===== src/rtl/decision_engine_if.sv =====
// rtl/decision_engine_if.sv - VST access bus for decision_engine; defines VAR_NUM / VAR_NUM_LOG
`ifndef VAR_NUM
`define VAR_NUM 8
`endif
`ifndef VAR_NUM_LOG
`define VAR_NUM_LOG 3
`endif

interface decision_engine_if;
    logic                    decision_vst_en;
    logic                    decision_vst_write;
    logic [2:0]              decision_vst_address;
    logic [`VAR_NUM_LOG-1:0] decision_rewrite_free_bit;
    logic [`VAR_NUM-1:0]     decision_vst_in;
    logic [`VAR_NUM-1:0]     decision_vst_out;

    modport master (
        output decision_vst_en,
        output decision_vst_write,
        output decision_vst_address,
        output decision_rewrite_free_bit,
        output decision_vst_in,
        input  decision_vst_out
    );

    modport slave (
        input  decision_vst_en,
        input  decision_vst_write,
        input  decision_vst_address,
        input  decision_rewrite_free_bit,
        input  decision_vst_in,
        output decision_vst_out
    );
endinterface


===== src/rtl/decision_engine.sv =====
// rtl/decision_engine.sv - picks the lowest unassigned variable, writes it to the VST, keeps a decision stack
// Optional macro PHASE_SAVE_EN: decide with the value retained in the VST instead of always positive.
`ifndef VAR_NUM
`define VAR_NUM 8
`endif
`ifndef VAR_NUM_LOG
`define VAR_NUM_LOG 3
`endif

module decision_engine (
    input  logic                    clk,
    input  logic                    rst,
    decision_engine_if.master       vst,
    input  logic                    decide_request,
    output logic                    decide_done,
    output logic                    all_assigned,
    input  logic                    pop_req,
    output logic                    pop_ack,
    output logic [`VAR_NUM_LOG-1:0] pop_var,
    output logic [3:0]              decision_level,
    output logic                    stack_overflow
);
    localparam logic [3:0] DEPTH = 4'(`VAR_NUM);

    typedef enum logic [2:0] {
        IDLE, RD_ASG, WAIT_ASG, RD_VAL, WAIT_VAL, WR_VAL, WR_ASG, DONE
    } state_t;

    state_t                  state, state_nxt;
    logic [`VAR_NUM-1:0]     asg_reg, val_reg;
    logic [`VAR_NUM_LOG-1:0] free_idx, free_idx_nxt, top_idx;
    logic [`VAR_NUM_LOG-1:0] stack_mem [0:`VAR_NUM-1];
    logic                    asg_full, phase, push, pop_accept;
    logic [`VAR_NUM-1:0]     val_word, asg_word;

    assign asg_full   = &asg_reg;
    assign push       = (state == DONE) && !asg_full;
    assign pop_accept = (state == IDLE) && pop_req && !decide_request && (decision_level != 4'd0);
    assign top_idx    = decision_level[`VAR_NUM_LOG-1:0] - 1'b1;

`ifdef PHASE_SAVE_EN
    assign phase = val_reg[free_idx];
`else
    assign phase = 1'b1;
`endif

    // Lowest zero bit of the mask being read back this cycle
    always_comb begin
        free_idx_nxt = '0;
        for (int i = `VAR_NUM - 1; i >= 0; i--) begin
            if (!vst.decision_vst_out[i]) free_idx_nxt = i[`VAR_NUM_LOG-1:0];
        end
    end

    always_ff @(posedge clk) begin
        if (rst) state <= IDLE;
        else     state <= state_nxt;
    end

    always_comb begin
        state_nxt = state;
        case (state)
            IDLE:     if (decide_request) state_nxt = RD_ASG;
            RD_ASG:   state_nxt = WAIT_ASG;
            WAIT_ASG: state_nxt = (&vst.decision_vst_out) ? DONE : RD_VAL;
            RD_VAL:   state_nxt = WAIT_VAL;
            WAIT_VAL: state_nxt = WR_VAL;
            WR_VAL:   state_nxt = WR_ASG;
            WR_ASG:   state_nxt = DONE;
            DONE:     state_nxt = IDLE;
            default:  state_nxt = IDLE;
        endcase
    end

    always_comb begin
        val_word           = val_reg;
        val_word[free_idx] = phase;
        asg_word           = asg_reg;
        asg_word[free_idx] = 1'b1;
    end

    always_comb begin
        vst.decision_vst_en           = 1'b0;
        vst.decision_vst_write        = 1'b0;
        vst.decision_vst_address      = 3'd0;
        vst.decision_rewrite_free_bit = '0;
        vst.decision_vst_in           = '0;
        decide_done                   = 1'b0;
        all_assigned                  = 1'b0;
        case (state)
            RD_ASG: vst.decision_vst_en = 1'b1;
            RD_VAL: begin
                vst.decision_vst_en      = 1'b1;
                vst.decision_vst_address = 3'd1;
            end
            WR_VAL: begin
                vst.decision_vst_en           = 1'b1;
                vst.decision_vst_write        = 1'b1;
                vst.decision_vst_address      = 3'd1;
                vst.decision_rewrite_free_bit = free_idx;
                vst.decision_vst_in           = val_word;
            end
            WR_ASG: begin
                vst.decision_vst_en    = 1'b1;
                vst.decision_vst_write = 1'b1;
                vst.decision_vst_in    = asg_word;
            end
            DONE: begin
                decide_done  = 1'b1;
                all_assigned = asg_full;
            end
            default: ;
        endcase
    end

    always_ff @(posedge clk) begin
        if (rst) begin
            asg_reg        <= '0;
            val_reg        <= '0;
            free_idx       <= '0;
            decision_level <= 4'd0;
            stack_overflow <= 1'b0;
            pop_ack        <= 1'b0;
            pop_var        <= '0;
        end else begin
            pop_ack <= 1'b0;
            if (state == WAIT_ASG) begin
                asg_reg  <= vst.decision_vst_out;
                free_idx <= free_idx_nxt;
            end
            if (state == WAIT_VAL) val_reg <= vst.decision_vst_out;
            // A push at full depth is lost; only the sticky flag records it
            if (push) begin
                if (decision_level == DEPTH) stack_overflow <= 1'b1;
                else                         decision_level <= decision_level + 4'd1;
            end
            if (pop_accept) begin
                pop_ack        <= 1'b1;
                pop_var        <= stack_mem[top_idx];
                decision_level <= decision_level - 4'd1;
            end
        end
    end

    always_ff @(posedge clk) begin
        if (!rst && push && decision_level != DEPTH)
            stack_mem[decision_level[`VAR_NUM_LOG-1:0]] <= free_idx;
    end
endmodule

===== src/flat_wrapper.sv =====
// flat-port wrapper written by rule: the top's interface ports become plain ports
module decision_engine_flat 
  (clk, rst, decide_request, decide_done, all_assigned, pop_req, pop_ack, pop_var, decision_level, stack_overflow, vst_decision_vst_en, vst_decision_vst_write, vst_decision_vst_address, vst_decision_rewrite_free_bit, vst_decision_vst_in, vst_decision_vst_out);
  decision_engine_if vst_i ();
  input  logic clk;
  input  logic rst;
  input  logic decide_request;
  output logic decide_done;
  output logic all_assigned;
  input  logic pop_req;
  output logic pop_ack;
  output logic [`VAR_NUM_LOG-1:0] pop_var;
  output logic [3:0] decision_level;
  output logic stack_overflow;
  output wire logic [$bits(vst_i.decision_vst_en)-1:0] vst_decision_vst_en;
  output wire logic [$bits(vst_i.decision_vst_write)-1:0] vst_decision_vst_write;
  output wire logic [$bits(vst_i.decision_vst_address)-1:0] vst_decision_vst_address;
  output wire logic [$bits(vst_i.decision_rewrite_free_bit)-1:0] vst_decision_rewrite_free_bit;
  output wire logic [$bits(vst_i.decision_vst_in)-1:0] vst_decision_vst_in;
  input wire logic [$bits(vst_i.decision_vst_out)-1:0] vst_decision_vst_out;
  assign vst_decision_vst_en = vst_i.decision_vst_en;
  assign vst_decision_vst_write = vst_i.decision_vst_write;
  assign vst_decision_vst_address = vst_i.decision_vst_address;
  assign vst_decision_rewrite_free_bit = vst_i.decision_rewrite_free_bit;
  assign vst_decision_vst_in = vst_i.decision_vst_in;
  assign vst_i.decision_vst_out = vst_decision_vst_out;
  decision_engine u_core (.clk(clk), .rst(rst), .vst(vst_i), .decide_request(decide_request), .decide_done(decide_done), .all_assigned(all_assigned), .pop_req(pop_req), .pop_ack(pop_ack), .pop_var(pop_var), .decision_level(decision_level), .stack_overflow(stack_overflow));
endmodule

===== config.mk =====
export PLATFORM = sky130hd
export DESIGN_NAME = decision_engine_flat
export DESIGN_NICKNAME = d
export VERILOG_FILES = /design/src/rtl/decision_engine_if.sv /design/src/rtl/decision_engine.sv /design/src/flat_wrapper.sv
export SDC_FILE = /design/constraint.sdc
export NUM_CORES = 1
export LEC_CHECK = 0
export ABC_AREA = 1
export CORE_MARGIN = 1
export CORE_UTILIZATION = 54
export CTS_CLUSTER_SIZE = 20
export DETAILED_ROUTE_END_ITERATION = 10
export PLACE_DENSITY = 0.89
export SLEW_MARGIN = 20
export SYNTH_ARGS = -nofsm -noshare
export SYNTH_HDL_FRONTEND = slang
export SYNTH_SLANG_ARGS = --single-unit

===== constraint.sdc =====
create_clock -name clk -period 2.65 [get_ports clk]
set_input_delay 0.3975 -clock clk [delete_from_list [all_inputs] [get_ports clk]]
set_output_delay 0.3975 -clock clk [all_outputs]
set_load 0.05 [all_outputs]

==> flow_summary.ini <==
[place]
hpwlAfterDp_um = 4442
port_buffers = 36
gp_congestion = 0.9331

[route]
antenna_left = 0
drc = 0
dr.pass1.iters = 6
first_iter_violations = 233
route.detailed.wl_per_inst_um = 14.74
vias = 2326
wl_um = 6073
via_per_inst = 5.646

[synthesis]
ys.flop_type = dfxtp_1
mappedNetlistArea_um2 = 2620
synth_area_per_cell_um2 = 8.213
yosys_warnings = 0
synth_area_leader_cell = edfxtp_1
post_synth_num_cell_types = 30
synth-seq-area-share = 0.5119
synth_top_area_frac = 0.2751
ys_top_cells_by_count = nor2_1, o21ai_0, inv_1, nand2_1
synth-edff-count = 24
async_reset_ff_frac = 0
synth.area.top_cells = edfxtp_1, dfxtp_1, o21ai_0, nor2_1, a21oi_1
synthCells = 319
yosysMostFrequentCell = nor2_1
synth_seq_cells = 55

[cells_and_area]
finalNetCount = 375
diodes = 0
largest_reg_flops = 24
drive_above_1_share = 0.1000
area_growth_pct = 19.39

[cts]
cts.clk_slew.worst_paths_ps = 100
htree_levels = 2
ctsResizeCount = 0
postCtsHoldBufs = 0
cts_buffer_depth = 2
clock-root-buffer = clkbuf_8
cts_tree = yes
cts_buffers = 5
post_cts_buffers = 0
clk_latency_ps = 320
clock_sinks = 55

[min_path]
worstHoldPathType = reg -> reg
hp-start = u_core.pop_var[1]
min_to = u_core.pop_var[1]
holdPathStages = 2

[power_and_ir_drop]
p_int_mw = 1.259
p_sw_frac = 0.2536
leakage_nw = 1.203
power_density_nw_per_um2 = 539.2
pwr-share-comb = 0.121
finalPower_mw = 1.687
seq_power_share = 0.553
ir_drop_v = 0.0002738
switchingPower_mw = 0.4277
power_frac_clock = 0.326

[die]
num_rows = 24
die_h_um = 71.66
io_pins = 39
die_x_um = 71.66
placeableCoreArea_um2 = 4504
die_area_um2 = 5134
start_util = 0.5817

[timing]
relSlewSlack = 0.5766
hold_viol = 0
skew_ps = 13.26
rsz0062_at_grt = no
fmax_ghz = 0.3981
finalCritPeriodShare = 0.9479
setup_viol = 0
final.min_clock_period_ps = 2512
slew_violations = 0
worst_slew_pin_slew_ps = 634.4
whs_ps = 467.1
tns_ps = 0

[grt]
antenna_found_initial = 0
grt_start_max_net_pins = 24
grt_pass1_wl_um = 9867
grt_usage = 0.2507
grt_pass1_vias = 2172
grt-ovfl-total = 0

[critical_path]
ff2ff_path_depth = 14
slowest_delay_ps = 840
worstSetupPathType = reg -> out
worstReg2RegStart = u_core.decision_level[1]
crit_arrival_ps = 2110
r2r_end = u_core.decision_level[3]
cp_num_buf_inv = 2
crit_path_end_kind = output pin
r2r_slack_ps = 290
crit_fanout = 5
path_delay_family = buffers and inverters
startpoint_type = register
crit_chain = inv_1 > nor2_1 > nand2_2 > nand2_1 > clkdlybuf4s50_1
required_ps = 2250
crit_path_top_delay_cell = clkdlybuf4s50_1

[job]
cap_violations = 0

[status]
status = completed
## power groups by stage
| stage | Combinational (mW) | Sequential [mW] | Clock (mW) |
|---|---|---|---|
| 3_5_place_dp | 0.202 | 0.951 | 0 |
| 5_1_grt | 0.226 | 0.935 | 0.581 |
| 3_3_place_gp | 0.198 | 0.950 | 0 |
| 4_1_cts | 0.203 | 0.931 | 0.551 |
| 6_report | 0.205 | 0.932 | 0.550 |
| 2_1_floorplan | 0.127 | 0.957 | 0 |
## worst register-to-register path, stage by stage, from the launching register on
cell	delay (ps)
dfxtp_1	400
inv_1	170
ha_1	270
nand2_1	80
nor2_1	60
nor2_2	260
ha_1	330
nand2_1	110
nand2_1	60
nor2b_1	110
o21ai_0	120
nand2_1	100
nor2_1	50
nor2_1	90
nor2_1	50
## cells by family (layout without fill, tap and decap cells)
group / Yosys count / in the layout / synth area share
simple gates: 125 / 125 / 0.2106
buf+inv: 52 / 92 / 0.08357
flops: 55 / 55 / 0.5119
compound gates: 80 / 80 / 0.1638
fa+ha+maj: 4 / 4 / 0.02197
other cells: 1 / 2 / 0.001431
xor+xnor: 2 / 2 / 0.006687
## per-layer routing
| metal | track usage | share of wire | wire (µm) |
|---|---|---|---|
| met4 | 0.08497 | 0.018 | 108 |
| met5 | 0 | 0 | 0 |
| met2 | 0.4581 | 0.52 | 3174 |
| met3 | 0.03376 | 0.056 | 338 |
| met1 | 0.3031 | 0.40 | 2452 |
## layout by cell type, fill, tap and decap left out
| master | n |
|---|---|
| a21oi_1 | 31 |
| buf_4 | 16 |
| bufinv_16 | 1 |
| clkbuf_8 | 5 |
| clkdlybuf4s50_1 | 28 |
| clkinv_1 | 1 |
| clkinv_2 | 1 |
| conb_1 | 2 |
| dfxtp_1 | 31 |
| edfxtp_1 | 24 |
| fa_1 | 1 |
| ha_1 | 3 |
| inv_1 | 39 |
| inv_2 | 1 |
| nand2_1 | 37 |
| nand2_2 | 5 |
| nand2_4 | 1 |
| nand3_1 | 16 |
| nand3_2 | 1 |
| nand4_1 | 1 |
| nor2_1 | 48 |
| nor2_2 | 4 |
| nor2_4 | 1 |
| nor2b_1 | 1 |
| nor3_1 | 9 |
| nor4_1 | 1 |
| o211ai_1 | 3 |
| o21a_1 | 1 |
| o21ai_0 | 40 |
| o32ai_1 | 5 |
| xnor2_1 | 1 |
| xor2_1 | 1 |
## area by class of cell
type | instances | area (µm²)
clock buffer | 5 | 68.82
inverter | 40 | 150.1
sequential | 55 | 1341
timing repair buffer | 44 | 400.4
fill | 353 | 1376
tap | 52 | 65.06
clock inverter | 3 | 38.79
multi-input combinational | 213 | 1064
## how the worst max path moves through the flow
| stage | start | endpoint | slack, ps | cells after the start |
|---|---|---|---|---|
| 6_report | u_core.state[1] | vst_decision_vst_write | 140 | 5 |
| 5_1_grt | u_core.decision_level[1] | u_core.decision_level[3] | 30 | 14 |
| 4_1_cts | u_core.state[1] | vst_decision_vst_write | 140 | 5 |
| 3_5_place_dp | decide_request | u_core.decision_level[3] | 280 | 13 |
| 3_3_place_gp | decide_request | u_core.decision_level[3] | 420 | 13 |
| 2_1_floorplan | u_core.decision_level[0] | u_core.decision_level[3] | 20 | 16 |
## metrics by stage
stage	util	area, µm²	std cells	setup slack [ps]
after detailed placement	0.6706	3020	404	281.1
after global routing	0.6944	3128	412	26.87
after global placement	0.6706	3020	404	422.2
final	0.6944	3128	412	138.1
after floorplan	-	2624	320	17.97
after CTS	0.6944	3128	412	144.6
(Power assumes the default switching activity.)
